### config.mk
export PLATFORM = sky130hd
export DESIGN_NAME = vfd_pwm_multi_flat
export DESIGN_NICKNAME = d
export VERILOG_FILES = /design/src/rtl/vfd_pwm_multi_if.sv /design/src/rtl/vfd_pwm_multi.sv /design/src/flat_wrapper.sv
export SDC_FILE = /design/constraint.sdc
export NUM_CORES = 1
export LEC_CHECK = 0
export ABC_AREA = 1
export BUFFER_PORTS_ARGS = -buffer_cell sky130_fd_sc_hd__buf_2
export CORE_MARGIN = 1.5
export CORE_UTILIZATION = 60
export CTS_BUF_LIST = sky130_fd_sc_hd__clkbuf_4 sky130_fd_sc_hd__clkbuf_8
export CTS_CLUSTER_DIAMETER = 200
export DETAILED_ROUTE_END_ITERATION = 10
export PLACE_DENSITY = 0.78
export REMOVE_ABC_BUFFERS = 1
export SYNTH_ARGS = -nofsm -noshare
export SYNTH_HDL_FRONTEND = slang
export SYNTH_SLANG_ARGS = --single-unit
### constraint.sdc
create_clock -name clk_sys -period 8.7 [get_ports clk_sys]
set_clock_uncertainty 0.15 [all_clocks]
set_input_delay 1.305 -clock clk_sys [delete_from_list [all_inputs] [get_ports clk_sys]]
set_output_delay 1.305 -clock clk_sys [all_outputs]
set_load 0.05 [all_outputs]
### src/rtl/vfd_pwm_multi_if.sv
// vfd_pwm_multi_if: control/status bundle between the VFD top/HMI and the multi-phase PWM generator
// Ports (master = controller side, slave = generator side):
//   pluse_ms  1-clk tick every 1 ms          (master -> slave)
//   en        run request, 0 = ramp to stop  (master -> slave)
//   freq_tgt  target frequency word          (master -> slave)
//   pwm       high-side PWM per channel      (slave -> master)
//   pwm_n     low-side PWM per channel       (slave -> master)
//   freq_cur  current ramped frequency word  (slave -> master)
//   at_speed  running at the requested speed (slave -> master)
interface vfd_pwm_multi_if #(
  parameter int CH = 3,
  parameter int FREQ_W = 10
);
  logic pluse_ms;
  logic en;
  logic [FREQ_W-1:0] freq_tgt;
  logic [CH-1:0] pwm;
  logic [CH-1:0] pwm_n;
  logic [FREQ_W-1:0] freq_cur;
  logic at_speed;
  modport master (output pluse_ms, en, freq_tgt, input pwm, pwm_n, freq_cur, at_speed);
  modport slave (input pluse_ms, en, freq_tgt, output pwm, pwm_n, freq_cur, at_speed);
endinterface

### src/rtl/vfd_pwm_multi.sv
// vfd_pwm_multi: CH-phase triangle-modulated PWM with rate-limited frequency ramp
// Ports: clk_sys (system clock), rst_n (async active-low reset),
//   bus (vfd_pwm_multi_if.slave: pluse_ms, en, freq_tgt in; pwm, pwm_n, freq_cur, at_speed out)
// Optional: define VFD_DEADTIME_EN to insert DEAD_CYC low clocks on every raw PWM edge.
module vfd_pwm_multi #(
  parameter int CH = 3,
  parameter int FREQ_W = 10,
  parameter int ACC_W = 24,
  parameter int CAR_W = 8,
  parameter int RAMP_STEP = 1,
  parameter int DEAD_CYC = 4
) (
  input logic clk_sys,
  input logic rst_n,
  vfd_pwm_multi_if.slave bus
);
  localparam logic [FREQ_W-1:0] STEP = FREQ_W'(RAMP_STEP);
  logic [FREQ_W-1:0] freq, tgt, diff_up, diff_dn, freq_nxt;
  logic run;
  logic [ACC_W-1:0] acc;
  logic [CAR_W-1:0] car;
  logic [CH-1:0] pwm_v, pwm_n_v;
  // Step toward the effective target only on a ms tick, clamped so it never overshoots.
  always_comb begin
    tgt = bus.en ? bus.freq_tgt : '0;
    diff_up = tgt - freq;
    diff_dn = freq - tgt;
    freq_nxt = !bus.pluse_ms ? freq :
               freq < tgt ? freq + (diff_up < STEP ? diff_up : STEP) :
               freq > tgt ? freq - (diff_dn < STEP ? diff_dn : STEP) : freq;
  end
  // run tracks freq!=0 in lockstep; acc clears while stopped so restarts are phase-aligned.
  always_ff @(posedge clk_sys or negedge rst_n)
    if (!rst_n) begin
      freq <= '0;
      run <= 1'b0;
      acc <= '0;
      car <= '0;
    end else begin
      freq <= freq_nxt;
      run <= freq_nxt != '0;
      acc <= run ? acc + ACC_W'(freq) : '0;
      car <= car + CAR_W'(1);
    end
  for (genvar k = 0; k < CH; k++) begin : g_ch
    localparam logic [ACC_W-1:0] PH_OFF = ACC_W'(k * ((64'd1 << ACC_W) / CH));
    logic [CAR_W:0] m;
    logic [CAR_W-1:0] tri_v, duty;
    logic raw, p, pn;
    // Top CAR_W+1 phase bits fold into a triangle: rising half as-is, falling half inverted.
    assign m = (CAR_W+1)'((acc + PH_OFF) >> (ACC_W - CAR_W - 1));
    assign tri_v = m[CAR_W] ? ~m[CAR_W-1:0] : m[CAR_W-1:0];
    assign raw = run && (car < duty);
    // Duty only changes at carrier wrap so each period compares against one stable value.
    always_ff @(posedge clk_sys or negedge rst_n)
      if (!rst_n) duty <= '0;
      else if (car == '1) duty <= tri_v;
`ifdef VFD_DEADTIME_EN
    localparam int DW = $clog2(DEAD_CYC + 1);
    logic [DW-1:0] dc;
    logic raw_q;
    // Any raw edge (re)loads the window; both sides stay low until it drains.
    always_ff @(posedge clk_sys or negedge rst_n)
      if (!rst_n) begin
        dc <= '0;
        raw_q <= 1'b0;
        p <= 1'b0;
        pn <= 1'b0;
      end else begin
        raw_q <= raw;
        dc <= !run ? '0 : raw != raw_q ? DW'(DEAD_CYC - 1) : dc != '0 ? dc - DW'(1) : dc;
        p <= run && raw == raw_q && dc == '0 && raw;
        pn <= run && raw == raw_q && dc == '0 && !raw;
      end
`else
    always_ff @(posedge clk_sys or negedge rst_n)
      if (!rst_n) begin
        p <= 1'b0;
        pn <= 1'b0;
      end else begin
        p <= raw;
        pn <= run && !raw;
      end
`endif
    assign pwm_v[k] = p;
    assign pwm_n_v[k] = pn;
  end
  assign bus.pwm = pwm_v;
  assign bus.pwm_n = pwm_n_v;
  assign bus.freq_cur = freq;
  assign bus.at_speed = bus.en && run && (freq == bus.freq_tgt);
endmodule

### src/flat_wrapper.sv
// flat-port wrapper written by rule: the top's interface ports become plain ports
module vfd_pwm_multi_flat 
#(
  parameter int CH = 3,
  parameter int FREQ_W = 10,
  parameter int ACC_W = 24,
  parameter int CAR_W = 8,
  parameter int RAMP_STEP = 1,
  parameter int DEAD_CYC = 4
)
  (clk_sys, rst_n, bus_pluse_ms, bus_en, bus_freq_tgt, bus_pwm, bus_pwm_n, bus_freq_cur, bus_at_speed);
  vfd_pwm_multi_if #(.CH(CH), .FREQ_W(FREQ_W)) bus_i ();
  input logic clk_sys;
  input logic rst_n;
  input wire logic [$bits(bus_i.pluse_ms)-1:0] bus_pluse_ms;
  input wire logic [$bits(bus_i.en)-1:0] bus_en;
  input wire logic [$bits(bus_i.freq_tgt)-1:0] bus_freq_tgt;
  output wire logic [$bits(bus_i.pwm)-1:0] bus_pwm;
  output wire logic [$bits(bus_i.pwm_n)-1:0] bus_pwm_n;
  output wire logic [$bits(bus_i.freq_cur)-1:0] bus_freq_cur;
  output wire logic [$bits(bus_i.at_speed)-1:0] bus_at_speed;
  assign bus_i.pluse_ms = bus_pluse_ms;
  assign bus_i.en = bus_en;
  assign bus_i.freq_tgt = bus_freq_tgt;
  assign bus_pwm = bus_i.pwm;
  assign bus_pwm_n = bus_i.pwm_n;
  assign bus_freq_cur = bus_i.freq_cur;
  assign bus_at_speed = bus_i.at_speed;
  vfd_pwm_multi #(.CH(CH), .FREQ_W(FREQ_W), .ACC_W(ACC_W), .CAR_W(CAR_W), .RAMP_STEP(RAMP_STEP), .DEAD_CYC(DEAD_CYC)) u_core (.clk_sys(clk_sys), .rst_n(rst_n), .bus(bus_i));
endmodule
==> run metrics <==
vias after detailed routing=6377; Min-Delay Endpoint=u_core.g_ch[1].duty[0]; Seq/Total Area, Yosys=a little over a quarter; Die Y=110.4 um; Synth warnings=0; Achievable Freq=about 210 MHz; worst hold start=u_core.g_ch[1].duty[0]; Max stage delay on crit path=around 400 ps; Core ar.=0.01132 mm^2; die area=between 0.01 and 0.015 mm^2; cell family with most CP delay=simple AND/OR/NAND/NOR gates; Port Buffers=30; root buffer cell=clkbuf_8; Static Leakage=slightly below 4 nW; Area after DPL=0.007183 mm^2; Net count, final=~1100; CP bufs+invs=3; commonest non-fill, non-tap cell in the layout=nand2_1; final setup vio count=0; Pwr per Cell Area=roughly 320 mW/mm^2; first-pass GRT wire length=between 20000 and 30000 um; vias in the first global route=5726; CP Max Fanout=11; Netlist cell types=52; post-DR wirelength/cell=roughly 14 um; Yosys reg bits=73; Slew @ Worst Pin=roughly 900 ps; Antenna diodes=0; ANT nets after route=0; FF-to-FF path depth=27; post-route minimum period=between 4000 and 5000 ps; Pre-antenna DRT Iters=5; Vias/cell=5.359; top-level I/O count=31; Critical Path RT=8800 ps; DRC=0; cell at the slowest stage of the critical path=fa_1; RSZ-0062 raised after global routing=no; Max-slew headroom=approximately 41%; max-cap viol count=0; clock transition at the registers of the reported paths=about 70 ps; initial drt markers=between 400 and 500; startpoint types=primary input; post_cts resized=0; Num CTS Buffers=9; Cells after Synth=~1000; share of cells above drive strength 1=roughly a tenth; setup bufs post-CTS=0; Max Transition Viols Final=0; die span in x=approximately 110 um; reg2reg start=u_core.bus.freq_cur[1]; Peak VDD IR=around 0.28 mV; Cell Area, Synth=approximately 0.0069 mm^2; R2R setup slack=roughly 4200 ps; Crit Path Class=primary input to flip-flop; Design Area, Final=between 0.007 and 0.008 mm^2; # H-tree levels=3; GPL Wtd Cong=about 0.94; grt ovf=0; most frequent cells in the layout=nand2_1 (240), inv_1 (147), nand3_1 (82); critical path arrival=a little under 5000 ps; crit-path most repeated cell=nand2_1; setup ws final=3859 ps; GRT Overall Usage=~29%; Mean Syn Cell Area=6.871 um^2; WHS Path Cells=2; Initial Util=between 60% and 70%; Setup crit start=bus_en; TNS Setup=0 ps; reg2reg end=u_core.run; status=complete, no violations; largest net degree at the start of global routing=74; clock sinks=73; hpwl dp=roughly 13000 um; Critical Path End Type=flip-flop; Rows=39; CTS Buffer Depth=2; period utilisation layout=55.64%; Worst Setup Slack post-DPL=approximately 3500 ps; hold-fix buffer count after cts=0; initial antenna violation count=0; CTS tree=built; Clk Latency, worst-skew pair=~370 ps; HP Class=flip-flop to flip-flop; Post-Route WL=roughly 16000 um; final hold violation count=0; P&R area growth vs syn=7.125%
## report_power, final
group | total [W] | internal (W) | switching, W | leakage [nW]
Sequential | 0.000551 | 0.000408 | 0.000143 | 0.919
Clock | 0.000303 | 0.000176 | 0.000127 | 0.115
Combinational | 0.00152 | 0.000529 | 0.000990 | 2.86
Total | 0.00237 | 0.00111 | 0.00126 | 3.89
## metal layers
layer	share of wire, %	up-vias	GRT usage [%]
met4	1.1	0	6.502
met2	43	171	43.03
met3	6.0	22	6.408
met5	0	-	0
met1	50	2875	42.03
li1	-	3309	-
## final cells by class
type	count	area (um^2)
inverter	158	595.6
sequential	73	1827
clock buffer	11	151.4
tap	143	178.9
fill	1088	3909
timing repair buffer	31	160.2
clock inverter	5	77.57
multi-input combinational	769	4422
## kinds of logic after synthesis
| group | count (synthesis) | synth area share (%) |
|---|---|---|
| buffers and inverters | 181 | 10.56 |
| XOR/XNOR | 40 | 5.063 |
| flip-flops | 73 | 26.40 |
| AND/OR/NAND/NOR | 486 | 31.77 |
| AO/OA/AOI/OAI | 153 | 12.53 |
| adder cells (fa/ha/maj) | 72 | 13.56 |
| other | 2 | 0.1085 |
## cell usage after synthesis (all sizes together)
cell | number | area share (%)
or2 | 3 | 0.31
a2111oi | 1 | 0.13
o21bai | 3 | 0.38
and2 | 3 | 0.27
o21ai | 65 | 4.8
a21boi | 4 | 0.43
o22ai | 3 | 0.27
nor4 | 2 | 0.27
a21oi | 65 | 5.0
nand4 | 16 | 1.4
a21o | 1 | 0.11
clkbuf | 10 | 0.54
nor2 | 91 | 5.6
dfrtp | 73 | 26
o2111ai | 1 | 0.13
ha | 67 | 12
nand3b | 4 | 0.43
nor3 | 14 | 1.1
fa | 5 | 1.4
or4 | 1 | 0.11
a22o | 1 | 0.13
buf | 13 | 1.4
nand2 | 263 | 15
a31oi | 2 | 0.40
o221ai | 1 | 0.13
xor2 | 27 | 3.4
nor3b | 1 | 0.11
inv | 154 | 8.4
nand3 | 88 | 6.9
o211ai | 6 | 0.65
conb | 2 | 0.11
clkinv | 4 | 0.22
xnor2 | 13 | 1.6
## tightest hold or removal path: stages, from the launching register on
cell and delay [ps]:
dfrtp_1 350, nand2_1 50, o21ai_0 60
## state kept, by name, indices dropped and copies added, names as in the netlist
name                 cells
u_core.acc              24
u_core.g_ch.p            3
u_core.bus.freq_cur     10
u_core.run               1
u_core.g_ch.pn           3
u_core.car               8
u_core.g_ch.duty        24
## worst max-delay path by stage
stage / cells past startpoint / end / slack, ps
2_1_floorplan: 30 / u_core.run / 4080
3_5_place_dp: 31 / u_core.run / 3500
5_1_grt: 31 / u_core.run / 3520
3_3_place_gp: 31 / u_core.run / 3640
4_1_cts: 31 / u_core.run / 3880
6_report: 31 / u_core.run / 3860
## per-stage QoR
step | std cells | total power, W | hold slack, ps | util (%)
floorplan | 1000 | 0.001704 | 297.6 | -
global placement | 1174 | 0.002020 | 318.7 | 63.45
detailed placement | 1174 | 0.002045 | 321.0 | 63.45
CTS | 1190 | 0.002353 | 342.9 | 65.47
global route | 1190 | 0.002601 | 366.4 | 65.47
finish | 1190 | 0.002373 | 337.9 | 65.47
Power figures use the tool's default switching activity.
